## config.mk

```make
export PLATFORM = sky130hd
export DESIGN_NAME = reorder_buffer
export DESIGN_NICKNAME = d
export VERILOG_FILES = /design/src/rtl/reorder_buffer.sv
export SDC_FILE = /design/constraint.sdc
export NUM_CORES = 2
export LEC_CHECK = 0
export CORE_MARGIN = 10
export CORE_UTILIZATION = 45
export DETAILED_ROUTE_END_ITERATION = 6
export PLACE_DENSITY_LB_ADDON = 0.3
export SLEW_MARGIN = 10
export SYNTH_ARGS = -nofsm -noshare
export SYNTH_HDL_FRONTEND = slang
export SYNTH_SLANG_ARGS = --single-unit
```

## constraint.sdc

```tcl
create_clock -name clk -period 15.8 [get_ports clk]
set_input_delay 4.74 -clock clk [delete_from_list [all_inputs] [get_ports clk]]
set_output_delay 4.74 -clock clk [all_outputs]
set_load 0.01 [all_outputs]
```

## src/rtl/reorder_buffer.sv

```systemverilog
// reorder_buffer
//   Circular reorder buffer. Entries are allocated in program order at the
//   tail, completed out of order by tag, and retired in order from the head.
//   Two combinational lookup ports report the youngest in-flight producer of
//   a source register.
// Ports:
//   clk, rst                  clock, asynchronous active-high reset
//   alloc_*                   allocation request / ready / assigned tag
//   fin_valid/tag/data        completion strobe with result
//   commit_*                  head entry handshake and fields
//   lu_rs1/2 -> lu_hit/done/tag/data 1/2   operand lookup ports
//   flush                     synchronous squash of every entry
//   count                     number of occupied entries
module reorder_buffer #(
  parameter int DEPTH  = 8,
  parameter int DATA_W = 32,
  parameter int REG_W  = 5,
  localparam int TAG_W = $clog2(DEPTH)
) (
  input  logic              clk,
  input  logic              rst,
  input  logic              alloc_valid,
  input  logic [REG_W-1:0]  alloc_rd,
  input  logic              alloc_regwrite,
  input  logic              alloc_is_store,
  output logic              alloc_ready,
  output logic [TAG_W-1:0]  alloc_tag,
  input  logic              fin_valid,
  input  logic [TAG_W-1:0]  fin_tag,
  input  logic [DATA_W-1:0] fin_data,
  output logic              commit_valid,
  input  logic              commit_ready,
  output logic [TAG_W-1:0]  commit_tag,
  output logic [REG_W-1:0]  commit_rd,
  output logic              commit_regwrite,
  output logic              commit_is_store,
  output logic [DATA_W-1:0] commit_data,
  input  logic [REG_W-1:0]  lu_rs1,
  input  logic [REG_W-1:0]  lu_rs2,
  output logic              lu_hit1,
  output logic              lu_hit2,
  output logic              lu_done1,
  output logic              lu_done2,
  output logic [TAG_W-1:0]  lu_tag1,
  output logic [TAG_W-1:0]  lu_tag2,
  output logic [DATA_W-1:0] lu_data1,
  output logic [DATA_W-1:0] lu_data2,
  input  logic              flush,
  output logic [TAG_W:0]    count
);

  logic [TAG_W-1:0]  head_q, head_d, tail_q, tail_d;
  logic [TAG_W:0]    count_q, count_d;
  logic [DEPTH-1:0]  valid_q, valid_d, done_q, done_d;
  logic [DEPTH-1:0]  regwrite_q, regwrite_d, is_store_q, is_store_d;
  logic [REG_W-1:0]  rd_q [DEPTH];
  logic [REG_W-1:0]  rd_d [DEPTH];
  logic [DATA_W-1:0] data_q [DEPTH];
  logic [DATA_W-1:0] data_d [DEPTH];

  logic alloc_fire, fin_fire, retire_fire;

  // Ready and commit_valid come only from registered state (plus flush), so a
  // retire never frees a slot for an alloc in the same cycle.
  assign alloc_ready  = !flush && (count_q < (TAG_W+1)'(DEPTH));
  assign alloc_tag    = tail_q;
  assign commit_valid = !flush && valid_q[head_q] && done_q[head_q];
  assign commit_tag      = head_q;
  assign commit_rd       = rd_q[head_q];
  assign commit_regwrite = regwrite_q[head_q];
  assign commit_is_store = is_store_q[head_q];
  assign commit_data     = data_q[head_q];
  assign count           = count_q;

  assign alloc_fire  = alloc_valid && alloc_ready;
  // An entry allocated this cycle is not yet valid, so its finish is dropped.
  assign fin_fire    = fin_valid && valid_q[fin_tag] && !done_q[fin_tag];
  assign retire_fire = commit_valid && commit_ready;

  always_comb begin
    head_d     = head_q;
    tail_d     = tail_q;
    count_d    = count_q;
    valid_d    = valid_q;
    done_d     = done_q;
    regwrite_d = regwrite_q;
    is_store_d = is_store_q;
    rd_d       = rd_q;
    data_d     = data_q;
    if (flush) begin
      head_d  = '0;
      tail_d  = '0;
      count_d = '0;
      valid_d = '0;
      done_d  = '0;
    end else begin
      if (fin_fire) begin
        done_d[fin_tag] = 1'b1;
        data_d[fin_tag] = fin_data;
      end
      if (retire_fire) begin
        valid_d[head_q] = 1'b0;
        head_d          = head_q + TAG_W'(1);
      end
      if (alloc_fire) begin
        valid_d[tail_q]    = 1'b1;
        done_d[tail_q]     = 1'b0;
        rd_d[tail_q]       = alloc_rd;
        regwrite_d[tail_q] = alloc_regwrite;
        is_store_d[tail_q] = alloc_is_store;
        tail_d             = tail_q + TAG_W'(1);
      end
      case ({alloc_fire, retire_fire})
        2'b10:   count_d = count_q + (TAG_W+1)'(1);
        2'b01:   count_d = count_q - (TAG_W+1)'(1);
        default: count_d = count_q;
      endcase
    end
  end

  always_ff @(posedge clk or posedge rst) begin
    if (rst) begin
      head_q     <= '0;
      tail_q     <= '0;
      count_q    <= '0;
      valid_q    <= '0;
      done_q     <= '0;
      regwrite_q <= '0;
      is_store_q <= '0;
      rd_q       <= '{default: '0};
      data_q     <= '{default: '0};
    end else begin
      head_q     <= head_d;
      tail_q     <= tail_d;
      count_q    <= count_d;
      valid_q    <= valid_d;
      done_q     <= done_d;
      regwrite_q <= regwrite_d;
      is_store_q <= is_store_d;
      rd_q       <= rd_d;
      data_q     <= data_d;
    end
  end

  // Walk oldest to youngest starting at head; a later match overwrites an
  // earlier one, so the youngest producer wins.
  logic [TAG_W-1:0] idx;
  always_comb begin
    idx      = '0;
    lu_hit1  = 1'b0;
    lu_done1 = 1'b0;
    lu_tag1  = '0;
    lu_data1 = '0;
    lu_hit2  = 1'b0;
    lu_done2 = 1'b0;
    lu_tag2  = '0;
    lu_data2 = '0;
    for (int unsigned i = 0; i < DEPTH; i++) begin
      idx = head_q + TAG_W'(i);
      if (valid_q[idx] && regwrite_q[idx]) begin
        if (lu_rs1 != '0 && rd_q[idx] == lu_rs1) begin
          lu_hit1  = 1'b1;
          lu_done1 = done_q[idx];
          lu_tag1  = idx;
          lu_data1 = done_q[idx] ? data_q[idx] : '0;
        end
        if (lu_rs2 != '0 && rd_q[idx] == lu_rs2) begin
          lu_hit2  = 1'b1;
          lu_done2 = done_q[idx];
          lu_tag2  = idx;
          lu_data2 = done_q[idx] ? data_q[idx] : '0;
        end
      end
    end
  end

endmodule

```

==> results.txt <==
Final #Nets = 3,385
Setup Fix Bufs, Post-CTS = 0
Cells after Synth = 3,360
Hold Vio Cnt, Final = 0
pin count of the biggest net entering global routing = 167
clock slew at reported path FFs = 0.06 ns
Distinct cells, synth = 70
FF-to-FF End = count[3]
Worst Setup End Kind = output pin
first-pass GRT wire length = 178,000 um
Slew @ Worst Pin = 1.32 ns
Final Power = 2.37 mW
HPWL after DPL = 70,000 um
asr flop ratio synth = 100%
predominant post-synthesis flop cell = dfrtp_1
vias in the first global route = 28,200
drt pass-1 iters = 7
endpoints failing setup = 0
Via density = 6.95
CTS Buf Count = 40
via count = 29,800
critical path class = in2out
Switching Share = 27.5%
post-CTS sizing = 0
VDD IR max = 0.0714 mV
row cnt = 97
Max Cap Viol = 0
Horiz. Die Dim = 286 um
total negative slack = 0 ns
fin area = 35,500 sq um
Placed Cells = 4,215
sw power = 0.653 mW
outcome = finished, final reports clean
part of the power in registers = 41.4%
GR Util All Layers = 28.0%
Final Critical Period = 14.41 ns
Fin Hold WS = 0.488 ns
syn_area_per_cell = 9.46 sq um
Core Area = 70,000 sq um
Post-Place Setup Slack = 1.70 ns
Worst EP required = 11.06 ns
number of port buffers = 182
DRC = 0
#FFs+latches synth = 338
Die Y = 286 um
worst skew pair latency = 0.59 ns
utilization after layout = 50.7%
Comb pwr share = 14.9%
register area share after synthesis = 26.6%
Max-slew headroom = 11.5%
initial drt markers = 4,634
min-delay src = is_store_q[5]
Worst Hold Class = reg2reg
placed cell areas = 34,000 sq um
clk buf depth = 3
RePlAce Congestion = 0.934
Slew Limit Fails = 0
FMAX = 0.0694 GHz
initial antenna violation count = 1
number of synthesized flops with an enable pin = 0
CTS tree = done
share of cells above drive strength 1 = 24.4%
Layout Skew = 0.0184 ns
Setup WS post-layout = 1.39 ns
crit share post-route = 91.2%
clock power share = 43.6%
GRT overflow = 0
Worst R2R Path Depth = 15
syn nets = 3,428
hold path depth = 2
R2R Setup Slk = 10.91 ns
cts hold-fix bufs = 0
Initial Utilization = 45.4%
area grow syn2layout = 11.6%
Yosys warning total = 0
Startpoint Class = input pin
PwrDens = 66.9 nW/um^2
Leak = 13.2 nW
Finished Layout Cells = 4,285
wire per inst = 27.5 um
Clock Sinks = 338
worst-path maximum fanout = 37
mapped cell area = 31,800 sq um
Int Power = 1.72 mW
htree depth = 2
hold endpoint = is_store_q[5]
Routed WL = 118,000 um
Arr. time, crit path = 9.67 ns
RSZ-0062 raised after global routing = false
Die Footprint = 81,700 sq um
Final ANT Viol Nets = 0
I/O Pins = 183
r2r startpoint = commit_tag[1]
clock root buffer = clkbuf_16
## critical path, stage by stage
cell	delay (ns)
clkdlybuf4s50_1	0.75
nor3_1	0.33
nand2_1	0.23
and3_1	0.24
nand4_1	0.10
buf_4	0.49
o2111a_2	1.11
a221oi_1	0.18
a211o_1	0.33
a31oi_1	0.49
clkdlybuf4s50_1	0.66
## cells in the final DEF (no fill, tap or decap), drive strengths merged, types with 30 or more instances in the layout
cell type and instances:
xnor2 45, dfrtp 338, nand2 823, o22ai 67, buf 59, and3 35
nor2 104, nand4 49, clkdlybuf4s50 182, a21oi 363, a211oi 70, o21ai 94
mux2i 59, mux4 329, a31oi 37, a311oi 32, xor2 40, mux2 305
clkbuf 53, nand3 30
## cells by family after synthesis
kind of cell    after synthesis  synth area share, %
fa+ha+maj                    10                0.417
flops                       338                 26.6
compound gates              762                 14.7
buf+inv                     353                 5.18
xor+xnor                     85                 2.34
simple gates               1119                 14.8
mux                         693                 36.0
## power by group through the flow
stage               Clock (mW)  Combinational, mW  Sequential [mW]
floorplan                    0              0.241            0.972
CTS                       1.05              0.351            0.981
finish                    1.03              0.355            0.983
global route              1.08              0.381            0.991
detailed placement           0              0.348            0.995
global placement             0              0.344            0.991
## metal layers
metal / share of wire (%) / GRT usage, % / routed length, um / up-vias
li1: - / - / - / 12500
met1: 38 / 36.8 / 44400 / 14600
met2: 44 / 42.5 / 52000 / 2166
met3: 13 / 7.74 / 15300 / 484
met4: 5.3 / 12.9 / 6230 / 2
met5: 0.028 / 0.297 / 33 / -
## registers in the layout (all words and copies together) (netlist names)
register	flops
valid_q	8
done_q	8
is_store_q	8
alloc_tag	3
count	4
data_q	256
regwrite_q	8
commit_tag	3
rd_q	40
## synth_stat cells (8+ instances only)
master / n / area (sq um)
nand3_1: 30 / 150
inv_1: 23 / 86.3
a31oi_1: 37 / 231
nor3_1: 18 / 90.1
a211o_1: 23 / 201
dfrtp_1: 338 / 8460
buf_6: 9 / 101
a211oi_2: 12 / 150
mux4_2: 326 / 7340
a211oi_1: 58 / 435
and2_1: 9 / 56.3
a221oi_1: 28 / 245
buf_1: 12 / 45.0
nand4_1: 49 / 307
or3_1: 11 / 68.8
o21ai_0: 93 / 465
xnor2_1: 45 / 394
nor2_1: 103 / 387
buf_2: 93 / 465
a311oi_1: 32 / 280
xor2_1: 40 / 350
ha_1: 9 / 113
a21oi_1: 363 / 1820
and3_1: 35 / 219
mux2_2: 305 / 3430
nor4_1: 8 / 50.1
a221o_1: 10 / 100
o22ai_1: 67 / 419
nand2_1: 823 / 3090
clkbuf_1: 183 / 687
buf_4: 23 / 173
mux2i_1: 58 / 581
## final cells by class
cell class              instances  area, sq um
clock inverters                16          278
well taps                     940         1180
flip-flops and latches        338         8470
diodes                          1         2.50
fillers                      6330        34600
multi-input cells            2669        21900
inverters                      27          111
repair buffers                241         2330
clock buffers                  53         1160
## worst max-delay path by stage
| stage | start | to | slack (ns) | depth (start not counted) |
|---|---|---|---|---|
| floorplan | rst | alloc_tag[0] | 1.69 | 1 |
| global placement | lu_rs2[2] | lu_data2[0] | 1.70 | 11 |
| detailed placement | lu_rs2[2] | lu_data2[0] | 1.70 | 11 |
| CTS | lu_rs2[2] | lu_data2[0] | 1.69 | 11 |
| global route | lu_rs2[2] | lu_data2[31] | 1.30 | 11 |
| finish | lu_rs2[2] | lu_data2[23] | 1.39 | 11 |
Power figures use the tool's default switching activity.
